[src/rtl/heartbeat_pkg.sv]
// heartbeat_pkg: shared types and constants for the heartbeat generator.
//   mode_t          - 2-bit channel waveform selector
//   MAX_CH          - largest supported channel count
//   mode_drives_pad - true when a mode actively drives its pad
package heartbeat_pkg;

    typedef enum logic [1:0] {
        MODE_OFF     = 2'd0,
        MODE_SQUARE  = 2'd1,
        MODE_PWM     = 2'd2,
        MODE_PATTERN = 2'd3
    } mode_t;

    localparam int unsigned MAX_CH = 16;

    function automatic logic mode_drives_pad(input mode_t m);
        return (m != MODE_OFF);
    endfunction

endpackage

[src/rtl/heartbeat_chan.sv]
// heartbeat_chan: one heartbeat channel (config registers, prescaler,
// PWM phase counter and pattern rotator).
// Optional macro HEARTBEAT_SYNC_EN adds i_sync (global phase realignment).
// Ports:
//   i_clk, i_rst_n          clock, async active-low reset
//   i_we                    channel-local config write strobe
//   i_mode/i_div/i_duty/i_pat  config values captured on i_we
//   i_sync                  (HEARTBEAT_SYNC_EN) restart from stored config
//   o_sig, o_oe             registered waveform and output-enable
module heartbeat_chan
    import heartbeat_pkg::*;
#(
    parameter int DIV_W = 16,
    parameter int PWM_W = 4,
    parameter int PAT_W = 8
) (
    input  logic             i_clk,
    input  logic             i_rst_n,
    input  logic             i_we,
    input  logic [1:0]       i_mode,
    input  logic [DIV_W-1:0] i_div,
    input  logic [PWM_W-1:0] i_duty,
    input  logic [PAT_W-1:0] i_pat,
`ifdef HEARTBEAT_SYNC_EN
    input  logic             i_sync,
`endif
    output logic             o_sig,
    output logic             o_oe
);

    mode_t            r_mode, w_mode;
    logic [DIV_W-1:0] r_div, w_div, r_cnt, w_cnt;
    logic [PWM_W-1:0] r_duty, w_duty, r_ph, w_ph, w_ph_inc;
    logic [PAT_W-1:0] r_pat, w_pat, r_work, w_work, w_work_rot;
    logic             r_sig, w_sig, r_oe, w_oe, w_tick;

    // Next-state: config write beats sync, sync beats the running prescaler.
    always_comb begin
        w_mode     = r_mode;
        w_div      = r_div;
        w_duty     = r_duty;
        w_pat      = r_pat;
        w_cnt      = r_cnt;
        w_ph       = r_ph;
        w_work     = r_work;
        w_sig      = r_sig;
        w_oe       = r_oe;
        w_tick     = (r_cnt == r_div) && (r_mode != MODE_OFF);
        w_ph_inc   = r_ph + {{(PWM_W-1){1'b0}}, 1'b1};
        w_work_rot = {r_work[0], r_work[PAT_W-1:1]};
        if (i_we) begin
            w_mode = mode_t'(i_mode);
            w_div  = i_div;
            w_duty = i_duty;
            w_pat  = i_pat;
            w_cnt  = '0;
            w_ph   = '0;
            w_work = i_pat;
            w_sig  = 1'b0;
            w_oe   = mode_drives_pad(mode_t'(i_mode));
        end
`ifdef HEARTBEAT_SYNC_EN
        else if (i_sync) begin
            w_cnt  = '0;
            w_ph   = '0;
            w_work = r_pat;
            w_sig  = 1'b0;
        end
`endif
        else if (r_mode == MODE_OFF) begin
            w_cnt = '0;
            w_ph  = '0;
            w_sig = 1'b0;
            w_oe  = 1'b0;
        end else if (w_tick) begin
            w_cnt = '0;
            case (r_mode)
                MODE_SQUARE: w_sig = ~r_sig;
                MODE_PWM: begin
                    w_ph  = w_ph_inc;
                    w_sig = (w_ph_inc < r_duty);
                end
                MODE_PATTERN: begin
                    w_work = w_work_rot;
                    w_sig  = w_work_rot[0];
                end
                default: w_sig = 1'b0;
            endcase
        end else begin
            w_cnt = r_cnt + {{(DIV_W-1){1'b0}}, 1'b1};
        end
    end

    // Channel state registers.
    always_ff @(posedge i_clk or negedge i_rst_n) begin
        if (!i_rst_n) begin
            r_mode <= MODE_OFF;
            r_div  <= '0;
            r_duty <= '0;
            r_pat  <= '0;
            r_cnt  <= '0;
            r_ph   <= '0;
            r_work <= '0;
            r_sig  <= 1'b0;
            r_oe   <= 1'b0;
        end else begin
            r_mode <= w_mode;
            r_div  <= w_div;
            r_duty <= w_duty;
            r_pat  <= w_pat;
            r_cnt  <= w_cnt;
            r_ph   <= w_ph;
            r_work <= w_work;
            r_sig  <= w_sig;
            r_oe   <= w_oe;
        end
    end

    assign o_sig = r_sig;
    assign o_oe  = r_oe;

endmodule

[src/rtl/heartbeat_gen.sv]
// heartbeat_gen: multi-channel heartbeat/pad waveform generator.
// Optional macro HEARTBEAT_SYNC_EN adds sync_clr to phase-align all channels.
// Ports:
//   clk, rst_n                       clock, async active-low reset
//   cfg_we, cfg_ch                   single-cycle write strobe and target channel
//   cfg_mode/cfg_div/cfg_duty/cfg_pat  channel configuration
//   sync_clr                         (HEARTBEAT_SYNC_EN) global realignment
//   sig_out, sig_oe                  registered per-channel pad A / OE
module heartbeat_gen
    import heartbeat_pkg::*;
#(
    parameter  int NUM_CH = 4,
    parameter  int DIV_W  = 16,
    parameter  int PWM_W  = 4,
    parameter  int PAT_W  = 8,
    localparam int CH_W   = (NUM_CH > 1) ? $clog2(NUM_CH) : 1
) (
    input  logic              clk,
    input  logic              rst_n,
    input  logic              cfg_we,
    input  logic [CH_W-1:0]   cfg_ch,
    input  logic [1:0]        cfg_mode,
    input  logic [DIV_W-1:0]  cfg_div,
    input  logic [PWM_W-1:0]  cfg_duty,
    input  logic [PAT_W-1:0]  cfg_pat,
`ifdef HEARTBEAT_SYNC_EN
    input  logic              sync_clr,
`endif
    output logic [NUM_CH-1:0] sig_out,
    output logic [NUM_CH-1:0] sig_oe
);

    // Indices at or beyond NUM_CH (possible when NUM_CH is not a power of two) are dropped.
    logic w_ch_ok;
    assign w_ch_ok = (int'(cfg_ch) < NUM_CH);

    for (genvar g = 0; g < NUM_CH; g++) begin : g_ch
        logic w_we;
        assign w_we = cfg_we && w_ch_ok && (cfg_ch == CH_W'(g));

        heartbeat_chan #(
            .DIV_W (DIV_W),
            .PWM_W (PWM_W),
            .PAT_W (PAT_W)
        ) u_chan (
            .i_clk   (clk),
            .i_rst_n (rst_n),
            .i_we    (w_we),
            .i_mode  (cfg_mode),
            .i_div   (cfg_div),
            .i_duty  (cfg_duty),
            .i_pat   (cfg_pat),
`ifdef HEARTBEAT_SYNC_EN
            .i_sync  (sync_clr),
`endif
            .o_sig   (sig_out[g]),
            .o_oe    (sig_oe[g])
        );
    end

endmodule

[config.mk]
export PLATFORM = sky130hd
export DESIGN_NAME = heartbeat_gen
export DESIGN_NICKNAME = d
export VERILOG_FILES = /design/src/rtl/heartbeat_pkg.sv /design/src/rtl/heartbeat_chan.sv /design/src/rtl/heartbeat_gen.sv
export SDC_FILE = /design/constraint.sdc
export NUM_CORES = 1
export LEC_CHECK = 0
export ABC_AREA = 1
export CAP_MARGIN = 20
export CORE_ASPECT_RATIO = 2
export CORE_UTILIZATION = 35
export DETAILED_ROUTE_END_ITERATION = 12
export GPL_ROUTABILITY_DRIVEN = 0
export PLACE_DENSITY = 0.53
export SETUP_SLACK_MARGIN = 0.5
export SYNTH_ARGS = -nofsm -noshare
export SYNTH_HDL_FRONTEND = slang
export SYNTH_HIERARCHICAL = 1
export SYNTH_SLANG_ARGS = --single-unit
[constraint.sdc]
create_clock -name clk -period 4.9 [get_ports clk]
set_input_delay 0.98 -clock clk [delete_from_list [all_inputs] [get_ports clk]]
set_output_delay 0.98 -clock clk [all_outputs]
set_load 0.01 [all_outputs]
==> results of run 1 <==
## logic make-up (layout without fill, tap and decap cells)
| logic type | Yosys count | after routing |
|---|---|---|
| AO/OA/AOI/OAI | 124 | 124 |
| XOR/XNOR | 48 | 48 |
| adder cells (fa/ha/maj) | 20 | 20 |
| buffers and inverters | 206 | 255 |
| flip-flops | 208 | 208 |
| AND/OR/NAND/NOR | 802 | 802 |
## synth_stat cells, types with 20 or more instances
master and count:
a21oi_1 28, clkbuf_1 20, dfrtp_1 208, nand2_1 518, inv_1 146, inv_2 24, nand3_1 72, xor2_1 28
ha_1 20, o21ai_0 80, nor2_2 20, nor2_1 104, nor3_1 24, xnor2_1 20
## flip-flops by register name (all words and copies together) (netlist names)
signal,count
g_ch.u_chan/r_div,64
g_ch.u_chan/o_sig,4
g_ch.u_chan/r_ph,16
g_ch.u_chan/r_work,32
g_ch.u_chan/r_duty,16
g_ch.u_chan/r_cnt,64
g_ch.u_chan/r_mode,8
g_ch.u_chan/o_oe,4
## power breakdown
group          internal, µW  switching, µW  total (µW)
logic                   408            636        1040
clock network           852            707        1560
registers              1980            205        2180
total                  3240           1550        4790
## layer usage
metal  vias to the layer above  track usage, %  part of all wire, %
met5                         -               0                    0
li1                       4443               -                    -
met2                       116            35.7                   54
met3                        46            1.76                  2.6
met4                         0            7.52                  3.4
met1                      4180            21.4                   40
## cell type report
class	instances	area (µm²)
multi-input cells	994	4910
fillers	3171	18400
clock inverters	9	51.3
repair buffers	48	483
inverters	170	638
well taps	372	465
flip-flops and latches	208	5200
clock buffers	28	592
## worst paths after layout
check	from	to	slack, ns	cells after the start
setup reg to reg	g_ch[2].u_chan/r_ph[0]	g_ch[2].u_chan/o_sig	3.09	9
min in group asynchronous	rst_n	g_ch[2].u_chan/r_cnt[0]	0.49	1
hold reg to reg	g_ch[1].u_chan/r_duty[0]	g_ch[1].u_chan/r_duty[0]	0.48	2
hold / removal	g_ch[1].u_chan/r_duty[0]	g_ch[1].u_chan/r_duty[0]	0.48	2
setup / recovery	cfg_ch[1]	g_ch[2].u_chan/r_ph[1]	2.02	10
max in group asynchronous	rst_n	g_ch[1].u_chan/r_cnt[15]	3.44	2
## stage by stage
stage               utilization, %  setup WS (ns)
global placement              38.1           1.53
detailed placement            38.1           1.47
CTS                           40.2           2.00
global route                  40.2           1.82
floorplan                        -           2.83
finish                        40.2           2.02
## worst max-delay path: stages
cell and delay (ns):
clkdlybuf4s50_1 0.52, inv_1 0.20, nor2_4 0.06, inv_1 0.46, nand2_1 0.32, nand2_1 0.28
nand2_4 0.19, nand2_1 0.19, nand2_1 0.08, nand2_1 0.06
==> key figures, run 1 <==
Outcome
  – Status: finished clean

Place
  – Placed Area: about 0.012 mm²
  – Hpwl dp: about 21 mm
  – # port buffers: 42
  – Placed Instances: between 1,500 and 2,000

CTS
  – Skew-Pair Late Insertion Delay: between 0.5 and 0.6 ns
  – Postcts setup bufs: 0
  – CTS max path bufs: 3
  – CTS Hold Bufs: 0
  – H-tree depth: 1
  – Clk slew on worst S/H paths: about 0.060 ns
  – CTS tree: yes
  – # resized after CTS: 0
  – CTS Sinks: between 200 and 250
  – Clock root buffer: clkbuf_16
  – CTS Buf Count: 21

Logic synthesis
  – FFs w/ async S/R, synth: 100%
  – Synth Area per Inst: between 7 and 8 µm²
  – Synth cell types: 32
  – Post-Synth XOR/XNOR Area: 3.85%
  – EDFF count, synth: 0
  – Sequential share of the synthesized area: ~48%
  – Cell taking the most area after synthesis: dfrtp_1
  – Net count after synthesis: between 1,000 and 1,500
  – Top FF cell, synth: dfrtp_1
  – Mux contribution to synthesized area: 0%
  – Post-Syn Area: about 0.011 mm²
  – Adder-Cell Fraction of Synth Area: between 2 and 2.5%
  – Flops & latches, synth: roughly 210
  – Main combinational cell family by area after synthesis: simple AND/OR/NAND/NOR gates
  – Complex-gate fraction of the synthesized area: between 5 and 6%
  – Yosys top cell area share: about 48%
  – Simple-Gate Fraction of Synth Area: 32.6%
  – Yosys warns: 6
  – Largest cells by area after synthesis: dfrtp_1 48%, nand2_1 18%, inv_1 5.0%
  – Cells after Synth: 1,408

Global route
  – GRT overflow: 0
  – First-pass GRT wire length: between 40 and 50 mm
  – Via count of the first global-routing pass: 8,870
  – Total track usage: a little under a fifth
  – Largest net degree at the start of global routing: around 100
  – Antenna violations before repair: 0

Power and ir drop
  – Peak VDD IR: approximately 0.0002 V
  – Leak pwr: about 0.006 µW
  – PD cells: about 390 mW/mm²
  – Power Total: 4790 µW

Timing
  – Rel. slew slack: about 43%
  – Fmax: ~350 MHz
  – Hold Violations, Final: 0
  – Final min period: between 2 and 3 ns
  – Fin. max-slew vios: 0
  – Setup violations, final: 0
  – Fin Setup TNS: 0 ns
  – Worst Max-Slew Pin Slew: around 0.86 ns
  – RSZ-0062 raised after global routing: no
  – WHS: 0.476 ns
  – Tcrit/Tclk final: around three fifths
  – Clock skew: 0.0127 ns

Floorplanning
  – DIE AREA: roughly 0.032 mm²
  – Die height: between 200 and 300 µm
  – Cell row count: 91
  – Core box area: around 0.031 mm²
  – Die width: between 100 and 150 µm
  – IO Pins: 43
  – Initial core utilization: a little over a third

Detailed routing
  – Residual DRC: 0
  – Detailed Routing Iterations Pass 1: 4
  – Iter 0 DRT Violations: ~460
  – Via Count: 8,785
  – Detail Route Antenna Nets: 0
  – WL final: slightly below 30 mm
  – Vias per cell: a little under 5
  – WL per Instance: between 15 and 20 µm

Setup path
  – Crit path DAT: ~3.3 ns
  – Required time worst endpoint: about 5.4 ns
  – CP startpoint kind: input port
  – Crit. End Element: register
  – Setup CP Type: input port to register
  – Crit-path max FO: 21

Cells and area
  – Commonest non-fill, non-tap cell in the layout: nand2_1
  – P&R area growth vs syn: 13.0%
  – Fin cells: about 1,800
  – Diodes inserted: 0
  – Most frequent cells in the layout: 518 x nand2_1, 208 x dfrtp_1, 146 x inv_1
  – Layout Nets: between 1,000 and 1,500
  – Final std cell area, no fill: 0.0123 mm²
  – Share of cells above drive strength 1: about 9.1%

Hold path
  – Tightest Hold Check Type: register to register

Job
  – Max-cap viol count: 0
(Power assumes the default switching activity.)
==> run 2, diff against run 1 <==
- clock period: 4.9 -> 2.9 ns (I/O delays scaled with it)
==> run 2 against run 1 <==
- clock skew grew 0.0018 ns
- clock power increased by 67%
- sequential power up 69%
- critical path depth unchanged
- sequential share of layout area fell by 0.20 points
- largest power group unchanged
- count of clock-buffer cells in the layout is 4 higher
- critical endpoint is now g_ch[3].u_chan/r_ph[2]
- setup slack worse by 1.3 ns
==> key figures, run 2 (synthesis gave the netlist of run 1 again) <==
CTS
  – Clk slew on worst S/H paths: 0.06 ns (about the same)
  – CTS max path bufs: 3 (unchanged)
  – Skew-Pair Late Insertion Delay: 0.51 ns (about the same)
  – # resized after CTS: 0 (unchanged)
  – CTS Hold Bufs: 0 (unchanged)
  – CTS tree: yes
  – H-tree depth: 1 (unchanged)
  – Clock root buffer: clkbuf_16
  – CTS Sinks: 208 (unchanged)
  – CTS Buf Count: 21 (unchanged)
  – Postcts setup bufs: 0 (unchanged)

Global route
  – Largest net degree at the start of global routing: 69 (-34%)
  – Antenna violations before repair: 0 (unchanged)
  – Via count of the first global-routing pass: 8,857 (-0.15%)
  – Total track usage: 19.3% (+0.41 points)
  – First-pass GRT wire length: 47.1 mm (+1.6%)
  – GRT overflow: 0 (unchanged)

Place
  – Placed Area: 0.0118 mm² (+0.56%)
  – # port buffers: 42 (unchanged)
  – Hpwl dp: 21.2 mm (+2.7%)

Cells and area
  – Biggest regs: g_ch.u_chan/r_cnt: 64 flops, g_ch.u_chan/r_div: 64 flops, g_ch.u_chan/r_work: 32 flops
  – Commonest non-fill, non-tap cell in the layout: nand2_1
  – P&R area growth vs syn: 13.5%
  – Final std cell area, no fill: 0.0124 mm² (+0.47%)
  – Core Util, Final: 40.4% (+0.19 points)
  – Most frequent cells in the layout: 518 x nand2_1, 208 x dfrtp_1, 146 x inv_1
  – Share of cells above drive strength 1: 9.29% (+0.16 points)
  – Layout Nets: 1,505 (+0.47%)
  – Diodes inserted: 0 (unchanged)

Setup path
  – Slowest-stage cell, CP: clkdlybuf4s50_1
  – Crit. End Element: register
  – Crit-path most repeated cell: nand2_1
  – Required time worst endpoint: 3.30 ns (-2.05 ns)
  – Cells on worst reg2reg path: 9 (unchanged)
  – CP top delay family: simple AND/OR/NAND/NOR gates
  – CP startpoint kind: input port
  – Crit path DAT: 2.55 ns (-0.78 ns)
  – Setup CP Type: input port to register
  – CP bufs+invs: 3 (unchanged)
  – Crit-path max FO: 21 (unchanged)
  – Critical path depth: 10 (unchanged)
  – Worst path cell trace: clkdlybuf4s50_1 -> inv_1 -> nor2_4 -> inv_1 -> nand2_1 -> nand2_1 -> nand2_4 -> nand2_1 -> nand2_1 -> nand2_1
  – Slowest cell delay on critical path: 0.58 ns (+0.06 ns)

Floorplanning
  – Die width: 127 µm (unchanged)
  – Core box area: 0.0307 mm² (unchanged)
  – Die height: 252 µm (unchanged)
  – DIE AREA: 0.0320 mm² (unchanged)
  – Initial core utilization: 35.5% (unchanged)
  – Cell row count: 91 (unchanged)
  – IO Pins: 43 (unchanged)

Detailed routing
  – WL per Instance: 15.9 µm (+0.21%)
  – Residual DRC: 0 (unchanged)
  – Vias per cell: 4.74 (-1.4%)
  – Detail Route Antenna Nets: 0 (unchanged)
  – WL final: 29.3 mm (+0.60%)
  – Detailed Routing Iterations Pass 1: 4 (unchanged)
  – Iter 0 DRT Violations: 434 (-4.8%)
  – Via Count: 8,694 (-1.0%)

Timing
  – Setup violations, final: 0 (unchanged)
  – Rel. slew slack: 60.4% (+18 points)
  – Fin Setup TNS: 0 ns (unchanged)
  – Final min period: about 2.1 ns
  – Fmax: between 400 and 500 MHz
  – Tcrit/Tclk final: ~74%
  – Worst Max-Slew Pin Slew: 0.593 ns (-0.264 ns)
  – RSZ-0062 raised after global routing: no
  – Hold Violations, Final: 0 (unchanged)
  – Clock skew: 0.0145 ns (+0.00179 ns)
  – Fin. max-slew vios: 0 (unchanged)

Hold path
  – Tightest Hold Check Type: input port to async pin

Job
  – Max-cap viol count: 0 (unchanged)

Power and ir drop
  – Peak VDD IR: 0.000305 V (+53%)
  – PD cells: 651 mW/mm² (+68%)
  – Leak pwr: 0.00614 µW (+0.48%)

Outcome
  – Status: finished clean
## run 2: cell count changes in the layout (fill, tap and decap cells not counted), sizes merged
cell      previous run  this run
buf                  7        14
clkbuf              28        32
clkinv               7         4
clkinvlp             1         0
## run 2: path summary, 6_finish.rpt
| path | from | endpoint | slack [ns] |
|---|---|---|---|
| max | cfg_ch[1] | g_ch[3].u_chan/r_ph[2] | 0.75 |
| min | rst_n | g_ch[2].u_chan/r_mode[0] | 0.03 |
| max reg2reg | g_ch[2].u_chan/r_ph[0] | g_ch[2].u_chan/o_sig | 1.11 |
| min reg2reg | g_ch[2].u_chan/r_duty[0] | g_ch[2].u_chan/r_duty[0] | 0.48 |
| max in group asynchronous | rst_n | g_ch[1].u_chan/r_duty[0] | 2.14 |
| min in group clk | g_ch[2].u_chan/r_duty[0] | g_ch[2].u_chan/r_duty[0] | 0.48 |
## run 2: where the power goes
part	internal (µW)	total [µW]	switching, µW
Clock	1450	2610	1160
Combinational	699	1780	1090
Sequential	3350	3690	343
Total	5490	8080	2590
## run 2: area by class of cell
class / count / area (µm²)
repair buffers: 55 / 548
fillers: 3219 / 18300
flip-flops and latches: 208 / 5200
clock buffers: 32 / 607
inverters: 170 / 638
clock inverters: 5 / 28.8
multi-input cells: 994 / 4910
well taps: 372 / 465
## run 2: per-stage QoR
stage	std cells	hold WS, ns	power, µW	setup WS [ns]
2_1_floorplan	1408	0.284	4950	1.23
3_3_place_gp	1799	0.457	5540	0.228
3_5_place_dp	1799	0.461	5560	0.199
4_1_cts	1836	0.0577	8220	0.735
5_1_grt	1836	0.0719	8620	0.559
6_report	1836	0.0262	8080	0.752
## run 2: metal layers
layer,track usage [%],share of wire (%),wire (µm)
met1,21.8,40,11700
met2,36.9,55,16100
met3,1.74,2.4,711
met4,6.90,2.8,807
met5,0,0,0
## run 2: worst register-to-register path: cells and delay by family, from the launching register on
family | cells | cell delay, ns
buf+inv | 1 | 0.07
fa+ha+maj | 2 | 0.50
flops | 1 | 0.44
compound gates | 2 | 0.29
xor+xnor | 1 | 0.22
simple gates | 3 | 0.16
